### config.mk
export PLATFORM = sky130hd
export DESIGN_NAME = tinyalu_driver
export DESIGN_NICKNAME = d
export VERILOG_FILES = /design/src/rtl/tinyalu_driver.sv
export SDC_FILE = /design/constraint.sdc
export NUM_CORES = 1
export LEC_CHECK = 0
export CAP_MARGIN = 15
export CORE_UTILIZATION = 41
export CTS_CLUSTER_DIAMETER = 80
export DETAILED_ROUTE_END_ITERATION = 7
export PLACE_DENSITY = 0.79
export SYNTH_ARGS = -nofsm -noshare
export SYNTH_HDL_FRONTEND = slang
export SYNTH_SLANG_ARGS = --single-unit
export TNS_END_PERCENT = 1
### constraint.sdc
create_clock -name clk -period 2.76 [get_ports clk]
set_clock_uncertainty 0.05 [all_clocks]
set_input_delay 0.552 -clock clk [delete_from_list [all_inputs] [get_ports clk]]
set_output_delay 0.552 -clock clk [all_outputs]
set_load 0.05 [all_outputs]
### src/rtl/tinyalu_driver.sv
// Drives a TinyALU: accepts a command, holds alu_start until done or timeout, returns one response.
// Accepts commands only in IDLE; holds the response until rsp_ready is seen.
module tinyalu_driver #(
  parameter int TIMEOUT_CYCLES = 16
) (
  input  logic        clk,
  input  logic        reset_n,
  input  logic        cmd_valid,
  output logic        cmd_ready,
  input  logic [7:0]  cmd_a,
  input  logic [7:0]  cmd_b,
  input  logic [2:0]  cmd_op,
  output logic [7:0]  alu_a,
  output logic [7:0]  alu_b,
  output logic [2:0]  alu_op,
  output logic        alu_start,
  input  logic        alu_done,
  input  logic [15:0] alu_result,
  output logic        rsp_valid,
  input  logic        rsp_ready,
  output logic [15:0] rsp_result,
  output logic [2:0]  rsp_op,
  output logic        rsp_timeout,
  output logic        busy
);

  localparam int TW = $clog2(TIMEOUT_CYCLES + 1);
  localparam logic [TW-1:0] TLAST = TW'(TIMEOUT_CYCLES - 1);

  typedef enum logic [1:0] {IDLE, RUN, RESP} state_e;

  state_e        state_q, state_d;
  logic [TW-1:0] timer_q, timer_d;
  logic [7:0]    alu_a_q, alu_a_d, alu_b_q, alu_b_d;
  logic [2:0]    alu_op_q, alu_op_d;
  logic          alu_start_q, alu_start_d;
  logic          rsp_valid_q, rsp_valid_d;
  logic [15:0]   rsp_result_q, rsp_result_d;
  logic [2:0]    rsp_op_q, rsp_op_d;
  logic          rsp_timeout_q, rsp_timeout_d;

  always_ff @(posedge clk or negedge reset_n) begin
    if (!reset_n) begin
      state_q       <= IDLE;
      timer_q       <= '0;
      alu_a_q       <= '0;
      alu_b_q       <= '0;
      alu_op_q      <= '0;
      alu_start_q   <= 1'b0;
      rsp_valid_q   <= 1'b0;
      rsp_result_q  <= '0;
      rsp_op_q      <= '0;
      rsp_timeout_q <= 1'b0;
    end else begin
      state_q       <= state_d;
      timer_q       <= timer_d;
      alu_a_q       <= alu_a_d;
      alu_b_q       <= alu_b_d;
      alu_op_q      <= alu_op_d;
      alu_start_q   <= alu_start_d;
      rsp_valid_q   <= rsp_valid_d;
      rsp_result_q  <= rsp_result_d;
      rsp_op_q      <= rsp_op_d;
      rsp_timeout_q <= rsp_timeout_d;
    end
  end

  always_comb begin
    state_d       = state_q;
    timer_d       = timer_q;
    alu_a_d       = alu_a_q;
    alu_b_d       = alu_b_q;
    alu_op_d      = alu_op_q;
    alu_start_d   = alu_start_q;
    rsp_valid_d   = rsp_valid_q;
    rsp_result_d  = rsp_result_q;
    rsp_op_d      = rsp_op_q;
    rsp_timeout_d = rsp_timeout_q;
    case (state_q)
      IDLE: begin
        // no_op commands are consumed here without ever reaching the ALU
        if (cmd_valid && cmd_op != 3'b000) begin
          alu_a_d     = cmd_a;
          alu_b_d     = cmd_b;
          alu_op_d    = cmd_op;
          alu_start_d = 1'b1;
          timer_d     = '0;
          state_d     = RUN;
        end
      end
      RUN: begin
        if (alu_done) begin
          rsp_result_d  = alu_result;
          rsp_op_d      = alu_op_q;
          rsp_timeout_d = 1'b0;
          rsp_valid_d   = 1'b1;
          alu_start_d   = 1'b0;
          state_d       = RESP;
        end else if (timer_q == TLAST) begin
          rsp_result_d  = 16'h0000;
          rsp_op_d      = alu_op_q;
          rsp_timeout_d = 1'b1;
          rsp_valid_d   = 1'b1;
          alu_start_d   = 1'b0;
          state_d       = RESP;
        end else begin
          timer_d = timer_q + 1'b1;
        end
      end
      RESP: begin
        if (rsp_ready) begin
          rsp_valid_d = 1'b0;
          state_d     = IDLE;
        end
      end
      default: state_d = IDLE;
    endcase
  end

  assign cmd_ready   = reset_n && (state_q == IDLE);
  assign busy        = (state_q != IDLE);
  assign alu_a       = alu_a_q;
  assign alu_b       = alu_b_q;
  assign alu_op      = alu_op_q;
  assign alu_start   = alu_start_q;
  assign rsp_valid   = rsp_valid_q;
  assign rsp_result  = rsp_result_q;
  assign rsp_op      = rsp_op_q;
  assign rsp_timeout = rsp_timeout_q;

endmodule

### Word level (Yosys, flattened, before mapping)

Cells that the tools add are included.
Widths: inputs -> output; s select.

| cells by class | value |
|---|---|
| div/mod/pow operators | 0 |
| add/subtract/negate cells | 1 |
| shift-type cells | 0 |
| equality and inequality tests | 8 |
| $mul | 0 |
| reduce and logical (&&, ||, !) cells | 14 |
| muxes and demuxes | 22 |
| bitwise gates (word level) | 0 |
| $lt $le $gt $ge | 0 |

Operators with widths:

| kind | number |
|---|---|
| $mux 16 | 2 |
| $mux 5 | 3 |
| $pmux 5 s2 | 1 |
| $reduce_and 3->1 | 3 |
| $mux 2 | 4 |
| $ne 2x2->1 const B | 4 |
| $reduce_bool 2->1 | 4 |
| $mux 1 | 7 |
| $mux 3 | 2 |
| $pmux 2 s3 | 1 |
| $add 5x1->5 const B | 1 |
| $eq 5x4->1 const B | 1 |
| $pmux 1 s2 | 2 |
| $reduce_and 2->1 | 2 |
| $reduce_and 4->1 | 1 |
| $ne 3x3->1 const B | 1 |
| $reduce_bool 3->1 | 1 |
| $eq 2x1->1 const B | 1 |
| $eq 2x2->1 const B | 1 |
| $logic_and 1x1->1 | 2 |
| $logic_not 2->1 | 1 |

| storage, ports and cells | value |
|---|---|
| bits in read-only memories | 0 |
| word-level logic and storage cells | 55 |
| latch bits | 0 |
| input port bits | 40 |
| memories | 0 |
| register bits after elaboration | 48 |
| output and inout port bits | 43 |
| memory bits (writable) | 0 |

### Depth between registers and ports, before layout

| depth | value |
|---|---|
| depth after elaboration | 4 |
| gate-level depth with buffers | 7 |
| depth with buffers taken out | 6 |

### Least setup slack after synthesis

No wires, ideal clock.

| timing path | value |
|---|---|
| kind | reg-to-reg |
| from | reg timer_q[0] |
| to | reg timer_q[4] |
| arrival time | 2.070 ns |
| setup time | 0.083 ns |
| clock period less this slack | 2.202 ns |
| path buffers | 1 |
| data required time | 2.627 ns |
| cell stages (with the launch flop) | 8 |
| slack | 0.558 ns |
| cell sequence | dfrtp_1 -> ha_1 -> and3_1 -> ha_1 -> or4b_1 -> clkbuf_2 -> or4b_1 -> o21ai_0 |

| on the way | value |
|---|---|
| cells in the longest elaborated chain, start to end | 4 |
| elaborated cells between the ends (all ways) | 7 |
| classes of those cells | 1 x add/sub; 2 x eq/ne; 3 x mux; 1 x reduce/logical |

Ends and longest elaborated chain:

| item | line | RTL |
|---|---|---|
| from (decl) | 33 | `logic [TW-1:0] timer_q, timer_d;` |
| from (signal assigned) | 56 | `timer_q <= timer_d;` |
| $add 5x1->5 | 107 | `timer_d = timer_q + 1'b1;` |
| $mux 5 | 99 | `end else if (timer_q == TLAST) begin` |
| $mux 5 | 92 | `if (alu_done) begin` |
| $pmux 5 s2 | 79 | `case (state_q)` |

Parallel ways exist; a longest one is shown, timed or not. The select of a mux whose other input is x is not followed.
A chain may end at the register's enable or synchronous reset.

### Worst setup path in the final report

Ends and elaborated chain as after synthesis.

==> flow_summary.toml <==
[floorplan]
start_util_pct = 42.82
core-area_mm2 = 0.004354
rows = 24
die_y_um = 69.43
die_x_um = 69.43
ios = 83
die_area_mm2 = 0.004821

[worst_setup_path]
crit_type = "flop to flop"
cp.required_ps = 2920
path_cells = "ha_1 > and3_1 > ha_1 > or4b_1 > or4b_1 > o21ai_0"
crit_path_max_fanout = 7
slowest_delay_ps = 600
worst_setup_path_end_kind = "flop"
critPathSlowestCell = "or4b_1"
worstPathArrival_ps = 2540
ff2ff_path_depth = 6
cp-start-kind = "flop"

[timing]
period_minus_slack_ps = 2377
hold_viol = 0
maxSlewHeadroom_pct = 27.58
setup-tns-final_ps = 0
timing.fmax_mhz = 420.7
setup_viol = 0
slew_violations = 0
rsz0062_at_grt = "no"
hold_ws_ps = 325.6
period_share_pct = 86.12
tightest_slew_ps = 1078

[cts]
cts.repair.resized = 0
cts_tree = "yes"
clk_pin_slew_ps = 90
cts_buffers = 5
clk_latency_ps = 300
ctsHoldBuffers = 0
htreeDepth = 2
clk_path_buf_depth = 2
cts-root-buf = "clkbuf_8"
clock_sinks = 48
post-cts-setup-buffers = 0

[logic_synthesis]
yosysWarnings = 0
synth_common_cells = "48 x dfrtp_1, 22 x mux2_2, 16 x a22o_1, 7 x inv_1, 4 x o21ai_0"
synth_area_mm2 = 0.001864
syn_inst = 130
yosysTopAreaCellShare_pct = 64.43
synth_cell_type_count = 27
synth_edf_count = 0
yosys.area.top_type = "dfrtp_1"
syn_nets = 172
synth.most_common_cell = "dfrtp_1"
synthTopCellsByArea = "dfrtp_1 64%, mux2_2 13%, a22o_1 7.5%"
ys_seq_area_share_pct = 64.43
synthArstFlopShare_pct = 100.0
synth-seq-cells = 48
synth-main-ff-cell = "dfrtp_1"
syn_avg_cell_area_um2 = 14.34

[finish]
area_delta_synth_final_pct = 50.87
final_cells = 267
antennaDiodeCount = 0
fin_area_mm2 = 0.002813
final_util_pct = 64.60
drive_above_1_share_pct = 15.81
finalNetCount = 257
fillers = 312

[power]
irDropWorstVdd_mv = 0.8552
swShare_pct = 47.70
power.share.combinational_pct = 58.9
seqPwrFrac_pct = 31.1
switching_power_mw = 1.879
clkPwrFrac_pct = 10.0
internal_power_mw = 2.060
power_density_mw_per_mm2 = 1400
p_leak_nw = 1.213

[global_routing]
antenna_found_initial = 0
grt_max_degree = 49
grtUsageTotal_pct = 17.43
grt_pass1_vias = 1367
grt_overflow = 0
grt_pass1_wl_um = 6637

[routing]
ant_nets = 0
via_per_inst = 5.045
vias = 1347
wl_um = 3907
drt_iter0_drc = 45
drc = 0
wl_per_cell_um = 14.63
drtPass1Iterations = 4

[placement]
placed_cell_area_mm2 = 0.002731
dpl.cell_count = 260
dp_hpwl_um = 2817
gp_congestion = 0.7192
port_buffers = 82

[min_path]
hold_class = "primary input to asynchronous set/reset pin"

[status]
status = "complete, no violations"

[job]
cap_violations = 0
[placed cells by master, fill, tap and decap left out, types with 2 or more instances in the layout]
cell,n
clkbuf_8,5
and2_1,2
clkdlybuf4s50_1,80
nor2_1,2
nand2_1,3
or4b_1,2
ha_1,2
inv_1,7
nand3b_1,2
dfrtp_1,48
a22o_1,16
o22ai_1,2
mux2_2,22
o21ai_0,3
buf_4,3
[layout make-up]
class / count / area [um2] / area share (%)
clock buffer: 5 / 68.82 / 2.447
clock inverter: 2 / 12.51 / 0.4448
inverter: 7 / 26.28 / 0.9342
multi-input combinational: 69 / 610.6 / 21.71
sequential: 48 / 1201 / 42.70
tap: 52 / 65.06 / 2.313
timing repair buffer: 84 / 828.3 / 29.45
[per-stage QoR]
stage	setup slack, ps	total power [mW]
after floorplan	557.7	2.772
after global placement	172.4	3.521
after detailed placement	104.6	3.569
after CTS	371.4	3.981
after global routing	298.2	4.133
final	383.2	3.939
[registers in the layout, indices dropped and copies added, names as in the netlist]
| register | cells |
|---|---|
| rsp_op | 3 |
| alu_op | 3 |
| alu_b | 8 |
| rsp_result | 16 |
| timer_q | 5 |
| alu_a | 8 |
| alu_start | 1 |
| rsp_valid | 1 |
| state_q | 2 |
| rsp_timeout | 1 |
[metal layers]
metal | vias to the layer above | GRT usage (%) | share of wire, % | wire [um]
met5 | - | 0 | 0 | 0
met4 | 0 | 4.762 | 1.2 | 48
met3 | 7 | 6.686 | 8.2 | 320
met2 | 67 | 26.65 | 44 | 1707
met1 | 638 | 23.27 | 47 | 1830
li1 | 635 | - | - | -
[cells by family after synthesis]
logic type | share of synthesized area, %
compound gates | 10.87
fa+ha+maj | 1.342
buf+inv | 2.819
simple gates | 6.242
xor+xnor | 0.4699
flops | 64.43
mux | 13.83
[critical path: cells and delay by family, from the launching register on]
family	cells	cell delay [ps]
compound gates	1	90
simple gates	3	1300
fa+ha+maj	2	440
flops	1	420
[power by group through the flow]
stage / clock network (mW) / registers, mW / logic (mW)
2_1_floorplan: 0 / 2.23 / 0.546
3_3_place_gp: 0 / 1.22 / 2.30
3_5_place_dp: 0 / 1.23 / 2.34
4_1_cts: 0.410 / 1.23 / 2.34
5_1_grt: 0.443 / 1.27 / 2.42
6_report: 0.395 / 1.22 / 2.32
[worst paths after layout]
path,start,slack (ps),endpoint
hold / removal,reset_n,330,rsp_valid
min in group clk,alu_start,440,alu_start
setup / recovery,timer_q[0],380,timer_q[4]
max in group asynchronous,reset_n,1950,alu_b[2]
hold reg to reg,alu_start,440,alu_start
setup reg to reg,timer_q[0],380,timer_q[4]
Power figures use the tool's default switching activity.
